<file path="src/rtl/lcd_arb_pkg.sv">
// Shared definitions for the two-port LCD command arbiter: FSM encodings,
// command layout and instruction codes.
package lcd_arb_pkg;

    localparam int CMD_W = 10;

    localparam logic [1:0] S_IDLE     = 2'd0;
    localparam logic [1:0] S_ISSUE    = 2'd1;
    localparam logic [1:0] S_WAITBUSY = 2'd2;
    localparam logic [1:0] S_WAITDONE = 2'd3;

    localparam logic [1:0] INST_CHAR_WRITE = 2'd0;

    typedef struct packed {
        logic [1:0] inst;
        logic [7:0] data;
    } lcd_cmd_t;

    function automatic logic [CMD_W-1:0] pack_cmd(input logic [1:0] inst, input logic [7:0] data);
        return {inst, data};
    endfunction

endpackage

</file>
<file path="src/rtl/lcd_arb_fifo.sv">
// Per-port command FIFO; full/empty are registered so the port busy flag
// comes straight from a flop.
module lcd_arb_fifo
    import lcd_arb_pkg::*;
#(
    parameter int DEPTH = 4
) (
    input  logic             CLK,
    input  logic             RST,
    input  logic             push,
    input  logic             pop,
    input  logic [CMD_W-1:0] din,
    output logic             full,
    output logic             empty,
    output logic [CMD_W-1:0] head
);

    localparam int AW = $clog2(DEPTH);
    localparam logic [AW:0]   FULL_CNT = (AW + 1)'(DEPTH);
    localparam logic [AW:0]   CNT_ONE  = (AW + 1)'(1);
    localparam logic [AW:0]   CNT_ZERO = (AW + 1)'(0);
    localparam logic [AW-1:0] PTR_ONE  = AW'(1);
    localparam logic [AW-1:0] PTR_ZERO = AW'(0);

    logic [CMD_W-1:0] mem_r [DEPTH];
    logic [AW-1:0]    wr_ptr_r;
    logic [AW-1:0]    rd_ptr_r;
    logic [AW:0]      count_r;
    logic [AW:0]      count_next_s;
    logic             full_r;
    logic             empty_r;
    logic             push_ok_s;
    logic             pop_ok_s;

    // Accepted push/pop and next occupancy; a pop never frees room for a same-cycle push.
    always_comb begin
        push_ok_s    = push & ~full_r;
        pop_ok_s     = pop & ~empty_r;
        count_next_s = count_r;
        case ({push_ok_s, pop_ok_s})
            2'b10:   count_next_s = count_r + CNT_ONE;
            2'b01:   count_next_s = count_r - CNT_ONE;
            default: count_next_s = count_r;
        endcase
    end

    // Pointers, occupancy and registered status flags.
    always_ff @(posedge CLK) begin
        if (RST) begin
            wr_ptr_r <= PTR_ZERO;
            rd_ptr_r <= PTR_ZERO;
            count_r  <= CNT_ZERO;
            full_r   <= 1'b0;
            empty_r  <= 1'b1;
        end else begin
            if (push_ok_s) begin
                wr_ptr_r <= wr_ptr_r + PTR_ONE;
            end
            if (pop_ok_s) begin
                rd_ptr_r <= rd_ptr_r + PTR_ONE;
            end
            count_r <= count_next_s;
            full_r  <= (count_next_s == FULL_CNT);
            empty_r <= (count_next_s == CNT_ZERO);
        end
    end

    // Entry storage; contents need no reset because occupancy gates every read.
    always_ff @(posedge CLK) begin
        if (!RST && push_ok_s) begin
            mem_r[wr_ptr_r] <= din;
        end
    end

    assign head  = mem_r[rd_ptr_r];
    assign full  = full_r;
    assign empty = empty_r;

endmodule

</file>
<file path="src/rtl/lcd_arbiter.sv">
// Two-port round-robin arbiter feeding a single LCD controller, with a
// handshake that tolerates a controller which never raises busy.
module lcd_arbiter
    import lcd_arb_pkg::*;
#(
    parameter int DEPTH     = 4,
    parameter int BUSY_WAIT = 4
) (
    input  logic       CLK,
    input  logic       RST,
    input  logic       A_EXEC,
    input  logic [1:0] A_INST,
    input  logic [7:0] A_CHAR,
    output logic       A_BUSY,
    input  logic       B_EXEC,
    input  logic [1:0] B_INST,
    input  logic [7:0] B_CHAR,
    output logic       B_BUSY,
    input  logic       LCD_BUSY,
    output logic       LCD_EXEC,
    output logic [1:0] LCD_INST,
    output logic [7:0] LCD_CHAR,
    output logic       GRANT,
    output logic [1:0] DROP
);

    localparam int WCW = (BUSY_WAIT > 1) ? $clog2(BUSY_WAIT) : 1;
    localparam logic [WCW-1:0] WAIT_LAST = WCW'(BUSY_WAIT - 1);
    localparam logic [WCW-1:0] WAIT_ONE  = WCW'(1);
    localparam logic [WCW-1:0] WAIT_ZERO = WCW'(0);

    logic             a_full_s, a_empty_s, a_pop_s;
    logic             b_full_s, b_empty_s, b_pop_s;
    logic [CMD_W-1:0] a_head_s, b_head_s;
    logic             start_s;
    logic             sel_b_s;
    lcd_cmd_t         sel_cmd_s;
    logic [1:0]       state_r, state_next_s;
    logic [WCW-1:0]   wait_cnt_r;
    logic             lcd_exec_r;
    lcd_cmd_t         lcd_cmd_r;
    logic             grant_r;
    logic [1:0]       drop_r;

    lcd_arb_fifo #(.DEPTH(DEPTH)) u_fifo_a (
        .CLK   (CLK),
        .RST   (RST),
        .push  (A_EXEC),
        .pop   (a_pop_s),
        .din   (pack_cmd(A_INST, A_CHAR)),
        .full  (a_full_s),
        .empty (a_empty_s),
        .head  (a_head_s)
    );

    lcd_arb_fifo #(.DEPTH(DEPTH)) u_fifo_b (
        .CLK   (CLK),
        .RST   (RST),
        .push  (B_EXEC),
        .pop   (b_pop_s),
        .din   (pack_cmd(B_INST, B_CHAR)),
        .full  (b_full_s),
        .empty (b_empty_s),
        .head  (b_head_s)
    );

    // Port selection: a lone non-empty port wins, a tie goes to the port not last granted.
    always_comb begin
        start_s = 1'b0;
        sel_b_s = 1'b0;
        if ((state_r == S_IDLE) && !LCD_BUSY && (!a_empty_s || !b_empty_s)) begin
            start_s = 1'b1;
            if (!a_empty_s && !b_empty_s) begin
                sel_b_s = ~grant_r;
            end else begin
                sel_b_s = a_empty_s;
            end
        end else begin
            start_s = 1'b0;
            sel_b_s = 1'b0;
        end
        a_pop_s   = start_s & ~sel_b_s;
        b_pop_s   = start_s & sel_b_s;
        sel_cmd_s = sel_b_s ? b_head_s : a_head_s;
    end

    // Issue handshake state transitions.
    always_comb begin
        state_next_s = state_r;
        case (state_r)
            S_IDLE: begin
                if (start_s) begin
                    state_next_s = S_ISSUE;
                end else begin
                    state_next_s = S_IDLE;
                end
            end
            S_ISSUE: state_next_s = S_WAITBUSY;
            S_WAITBUSY: begin
                if (LCD_BUSY) begin
                    state_next_s = S_WAITDONE;
                end else if (wait_cnt_r == WAIT_LAST) begin
                    state_next_s = S_IDLE;
                end else begin
                    state_next_s = S_WAITBUSY;
                end
            end
            S_WAITDONE: begin
                if (!LCD_BUSY) begin
                    state_next_s = S_IDLE;
                end else begin
                    state_next_s = S_WAITDONE;
                end
            end
            default: state_next_s = S_IDLE;
        endcase
    end

    // FSM, issue registers and drop pulses; the exec strobe is registered so it lines up with S_ISSUE.
    always_ff @(posedge CLK) begin
        if (RST) begin
            state_r    <= S_IDLE;
            wait_cnt_r <= WAIT_ZERO;
            lcd_exec_r <= 1'b0;
            lcd_cmd_r  <= '{inst: 2'd0, data: 8'd0};
            grant_r    <= 1'b1;
            drop_r     <= 2'b00;
        end else begin
            state_r    <= state_next_s;
            lcd_exec_r <= start_s;
            if (start_s) begin
                lcd_cmd_r <= sel_cmd_s;
                grant_r   <= sel_b_s;
            end
            wait_cnt_r <= (state_r == S_WAITBUSY) ? (wait_cnt_r + WAIT_ONE) : WAIT_ZERO;
            drop_r     <= {B_EXEC & b_full_s, A_EXEC & a_full_s};
        end
    end

    assign A_BUSY   = a_full_s;
    assign B_BUSY   = b_full_s;
    assign LCD_EXEC = lcd_exec_r;
    assign LCD_INST = lcd_cmd_r.inst;
    assign LCD_CHAR = lcd_cmd_r.data;
    assign GRANT    = grant_r;
    assign DROP     = drop_r;

endmodule
</file>
<file path="config.mk">
export PLATFORM = sky130hd
export DESIGN_NAME = lcd_arbiter
export DESIGN_NICKNAME = d
export VERILOG_FILES = /design/src/rtl/lcd_arb_pkg.sv /design/src/rtl/lcd_arb_fifo.sv /design/src/rtl/lcd_arbiter.sv
export SDC_FILE = /design/constraint.sdc
export NUM_CORES = 1
export LEC_CHECK = 0
export CAP_MARGIN = 20
export CORE_ASPECT_RATIO = 1.25
export CORE_MARGIN = 2
export CORE_UTILIZATION = 57
export DETAILED_ROUTE_END_ITERATION = 10
export MAX_ROUTING_LAYER = met4
export PLACE_DENSITY = 0.76
export SYNTH_ARGS = -nofsm -noshare
export SYNTH_HDL_FRONTEND = slang
export SYNTH_SLANG_ARGS = --single-unit
</file>
<file path="constraint.sdc">
create_clock -name CLK -period 2.58 [get_ports CLK]
set_input_delay 0.516 -clock CLK [delete_from_list [all_inputs] [get_ports CLK]]
set_output_delay 0.516 -clock CLK [all_outputs]
set_load 0.05 [all_outputs]
</file>
-- Word level (Yosys, flattened, before mapping)
Memories as Yosys holds them, arrays and structs flattened. A register that Yosys moved wholly into a read port is not among the register bits.
Index checks and enable logic that the tools add are counted.
W data, S select, Z words.
- muxes and demuxes: 19
- $add $sub $neg: 9
- reductions and logical operators: 14
- equality and inequality tests: 10
- bitwise logic cells: 15
- operators with widths (cell ; number):
    $mux W2 ; 7
    $pmux W3 S2 ; 2
    $add A2 B1 Y2 const B ; 5
    $eq A2 B2 Y1 const B ; 5
    $mux W10 ; 1
    $and A1 B1 Y1 ; 8
    $mux W1 ; 8
    $pmux W2 S4 ; 1
    $not A1 Y1 ; 7
    $add A3 B1 Y3 const B ; 2
    $eq A2 B1 Y1 const B ; 3
    $eq A3 B3 Y1 const B ; 2
    $logic_not A3 Y1 ; 2
    $sub A3 B1 Y3 const B ; 2
    $logic_and A1 B1 Y1 ; 5
    $logic_not A1 Y1 ; 4
    $logic_not A2 Y1 ; 1
    $reduce_or A2 Y1 ; 1
    $logic_or A1 B1 Y1 ; 1
- bits in writable memories: 80
- word-level logic and storage cells: 86
- register bits after elaboration: 36
- memories kept: 2
- output and inout port bits: 16
- memories (name ; words ; bits a word ; rd ports ; clocked after memory_dff ; write ports ; RTL line ; RTL):
    u_fifo_a.mem_r ; 4 ; 10 ; 1 ; 1 ; 1 ; lcd_arb_fifo.sv:25 ; logic [CMD_W-1:0] mem_r [DEPTH];
    u_fifo_b.mem_r ; 4 ; 10 ; 1 ; 1 ; 1 ; lcd_arb_fifo.sv:25 ;

-- Depth between registers and ports, before layout
- word-level depth: 10
- mapped depth: 9
- gate-level depth less buffers: 8

-- Hierarchy
Synthesis repeated with hierarchy kept, for this count alone.
- cell total of the unflattened synthesis: 298
- area, all modules: 4718.3 um^2
- by module, submodules not included (module ; sequential area each (um^2) ; area each (um^2) ; instances ; cells each):
    lcd_arb_fifo at u_fifo_a ; 1421.4 ; 1979.4 ; 1 ; 109
    lcd_arb_fifo at u_fifo_b ; 1421.4 ; 1979.4 ; 1 ; 110
    lcd_arbiter ; 360.3 ; 759.5 ; 1 ; 79

-- Least setup slack after synthesis
Ideal clock, no wire load.
- path kind: input -> register
- start: input port LCD_BUSY
- end: register u_fifo_b.full_r (netlist: u_fifo_b.full)
- arrival: 2.344 ns
- cell stages on the path: 9
- buffers on the path: 1
- slack: 0.171 ns
- required time: 2.515 ns
- cells stage by stage: or3_1 buf_6 nor3b_1 ha_1 fa_1 xnor2_1 or3_1 a21oi_1 nor2b_1
- longest elaborated chain between the ends: 9
- elaborated cells on any way between the ends: 11
- RTL lines (item ; RTL line ; RTL):
    start, declared ; lcd_arbiter.sv:19 ; input logic LCD_BUSY,
    $logic_not A1 Y1 * ; - ;
    $logic_and A1 B1 Y1 * (2 in a row) ; lcd_arbiter.sv:71 ; if ((state_r == S_IDLE) && !LCD_BUSY && (!a_empty_s || !b_empty_s)) begin
    $mux W1 ; lcd_arbiter.sv:71 ;
    $and A1 B1 Y1 * ; lcd_arbiter.sv:83 ; b_pop_s = start_s & sel_b_s;
    $and A1 B1 Y1 * ; lcd_arb_fifo.sv:38 ; pop_ok_s = pop & ~empty_r;
    $eq A2 B1 Y1 / $eq A2 B2 Y1 (equally long branches) ; lcd_arb_fifo.sv:40 ; case ({push_ok_s, pop_ok_s})
    $pmux W3 S2 * ; lcd_arb_fifo.sv:40 ;
    $eq A3 B3 Y1 * ; lcd_arb_fifo.sv:63 ; full_r <= (count_next_s == FULL_CNT);
    end signal, assigned ; lcd_arb_fifo.sv:63 ;
    end, declared ; lcd_arb_fifo.sv:30 ; logic full_r;
Every way passes the cells marked *; elsewhere a longest branch is shown, timed or not.
A chain may end at the register's enable or synchronous reset.

-- Worst setup path in the final report
- start: register state_r[1]
- end: register u_fifo_a.full_r (netlist: u_fifo_a.full)
- longest elaborated chain between the ends: 10
- elaborated cells on any way between the ends: 12
- RTL lines (item ; RTL line ; RTL):
    start, declared ; lcd_arbiter.sv:38 ; logic [1:0] state_r, state_next_s;
    start signal, assigned ; lcd_arbiter.sv:129 ; state_r <= state_next_s;
    $logic_not A2 Y1 * ; lcd_arbiter.sv:71 ;
    $logic_and A1 B1 Y1 * (2 in a row) ; lcd_arbiter.sv:71 ;
    $mux W1 ; lcd_arbiter.sv:71 ;
    $not A1 Y1 ; lcd_arbiter.sv:82 ; a_pop_s = start_s & ~sel_b_s;
    $and A1 B1 Y1 * ; lcd_arbiter.sv:82 ;
    $and A1 B1 Y1 * ; lcd_arb_fifo.sv:38 ;
    via u_fifo_a.pop_ok_s ; lcd_arb_fifo.sv:33 ; logic pop_ok_s;
    $eq A2 B1 Y1 / $eq A2 B2 Y1 (equally long branches) ; lcd_arb_fifo.sv:40 ;
    $pmux W3 S2 * ; lcd_arb_fifo.sv:40 ;
    $eq A3 B3 Y1 * ; lcd_arb_fifo.sv:63 ;
    end signal, assigned ; lcd_arb_fifo.sv:63 ;
    end, declared ; lcd_arb_fifo.sv:30 ;
Mark *: on every way through the listed nets, which the timed path passes. The rest lies on a longest branch.

==> results.ini <==
[final_layout]
antenna_cells=0
regArea_sq_mm=0.00320
fin_area_sq_mm=0.00579
area_growth_pct=25.3
multi_input_area_sq_mm=0.00134
fillCellCount=494
fin_nets=390
fin_cells=460
final_cell_mix=edfxtp_1, dfxtp_1, clkdlybuf4s50_1
layout_commonest_cell=edfxtp_1
drive_above_1_share_pct=19.7

[clock_tree]
post_cts_buffers=0
cts_tree=yes
cts_htree_levels=4
clockRootBuffer=clkbuf_8
cts_hold_buf=0
cts_resized=0
clockBufferDepth=2
clkTransAtPathRegs_ns=0.05
numCtsBuffers=17
clk_latency_ns=0.52
clock-sinks=120

[setup_path]
worstPathArrival_ns=2.78
cp.depth=8
path_buf_inv=0
rr_worst_depth=8
critical-path-max-stage-delay_ns=0.44
cp_max_fo=6
critPathRequiredTime_ns=3.03
critPathTopFamily=simple AND/OR/NAND/NOR gates
critPathKind=reg2reg
cp_cell_sequence=or3_1 -> nor3_1 -> ha_1 -> fa_1 -> xnor2_1 -> or3_1 -> a21oi_1 -> nor2b_1
end_kind=flip-flop
cp_slowest_cell=or3_1
cp-start-kind=flip-flop
critical_path.most_common_cell=or3_1

[timing]
tns_ns=0
fmax_ghz=0.429
clock_skew_ns=0.00690
hold_viol_final=0
fin_crit_ns=2.33
finalCritPeriodShare_pct=90.3
slew_headroom_pct=46.5
setup_viol=0
rsz0062_at_grt=false
slew_viol_final=0
worst_pin_slew_ns=0.800

[drt]
drt_wl_total_mm=8.35
antenna_left=0
route.detailed.drc=0
num_vias=2559
viasPerCell=5.56
drtIter0Drc=174
post_drt_wl_per_cell_microns=18.2
dr.pass1.iters=4

[global_route]
antenna_found_initial=0
grt.overflow.total=0
grt_usage_pct=21.0
grt_pass1_vias=2684
grt_max_degree=18
grt_pass1_wl_mm=13.2

[synth]
synth_flop_cell=edfxtp_1
synth_edf_count=80
yosysSeqAreaShare_pct=69.3
synthCells=280
async_flop_share_pct=0
synth_cell_type_count=30
synth_nets=318
yosysWarnings=0
ys_ff_latch=120
netlist_area_sq_mm=0.00462
synth_area_per_cell_sq_um=16.5

[die]
core_sq_mm=0.00784
dieArea_sq_mm=0.00885
start_util_pct=59.0
die_width_microns=84.6
ios=41
fp.dieH_microns=105
rows=36

[placed_design]
place.gp.congestion=0.793
hpwlAfterDp_mm=5.23
dp.cells=428
placed_area_sq_mm=0.00526
io_buffers=40

[job]
max_cap_violations=0

[power_and_ir_drop]
peakVddDrop_mv=0.673
power.leakage_uw=0.00214
power.density_mw_per_mm2=961

[hold_path]
holdPathStages=1
hp-class=reg2reg

[outcome]
run_status=complete, no violations

-- final timing paths --
| check | from | to | slack, ns |
|---|---|---|---|
| max reg2reg | state_r[1] | u_fifo_a.full | 0.25 |
| min reg2reg | wait_cnt_r[0] | wait_cnt_r[0] | 0.43 |
| min | wait_cnt_r[0] | wait_cnt_r[0] | 0.43 |
| max | state_r[1] | u_fifo_a.full | 0.25 |
-- layer usage --
layer	GRT usage, %	share of wire [%]	up-vias
li1	-	-	1201
met1	23.0	39	1276
met2	34.5	54	61
met3	6.32	4.6	21
met4	10.8	2.4	0
met5	-	0	-
-- state kept, by name (all words and copies together) (netlist names), 3 cells and up, named ones only --
signal and cells:
u_fifo_b.mem_r 40, u_fifo_a.count_r 3, u_fifo_a.mem_r 40, u_fifo_b.count_r 3, LCD_CHAR 8
-- final cells by class --
type | instances | share of cell area, %
inverters | 6 | 0.389
flip-flops and latches | 120 | 55.3
clock inverters | 11 | 1.84
well taps | 95 | 2.05
multi-input cells | 144 | 23.1
clock buffers | 21 | 7.41
repair buffers | 63 | 9.90
-- through the flow --
stage          util [%]  worst slack, ns  hold WS [ns]  power, uW
2_1_floorplan         -            0.171         0.408       3130
3_3_place_gp       67.0           -0.190         0.417       3450
3_5_place_dp       67.0           -0.248         0.428       3490
4_1_cts            73.9            0.257         0.436       5620
5_1_grt            73.9           0.0467         0.453       5780
6_report           73.9            0.250         0.432       5570
-- worst register-to-register path, cell delays in order (launching register included) --
cell and delay [ns]:
dfxtp_1 0.35, or3_1 0.44, nor3_1 0.27, ha_1 0.23
fa_1 0.20, xnor2_1 0.09, or3_1 0.31, a21oi_1 0.23
nor2b_1 0.16
-- where the power goes --
group | leakage, uW | switching, uW | internal (uW)
sequential | 0.00105 | 138 | 2250
clock | 0.000266 | 755 | 1350
combinational | 0.000819 | 566 | 510
total | 0.00214 | 1460 | 4110
-- Yosys cell counts (5+ instances only) --
library cell	count	area share (%)
and3_1	6	0.81
inv_1	6	0.49
mux4_2	20	9.7
and2_1	5	0.68
dfxtp_1	40	17
a21oi_1	9	0.97
nor2_1	23	1.9
ha_1	11	3.0
edfxtp_1	80	52
xnor2_1	8	1.5
a211o_1	10	1.9
nor2b_1	23	3.1
-- cell families (layout without fill, tap and decap cells) --
group | count (synthesis) | after routing | share of synthesized area [%]
buf+inv | 16 | 101 | 1.79
simple gates | 74 | 74 | 9.26
compound gates | 24 | 24 | 3.55
xor+xnor | 10 | 10 | 1.89
fa+ha+maj | 13 | 13 | 3.84
flops | 120 | 120 | 69.3
mux | 23 | 23 | 10.4
No activity file was read; power rests on OpenSTA's default activity.
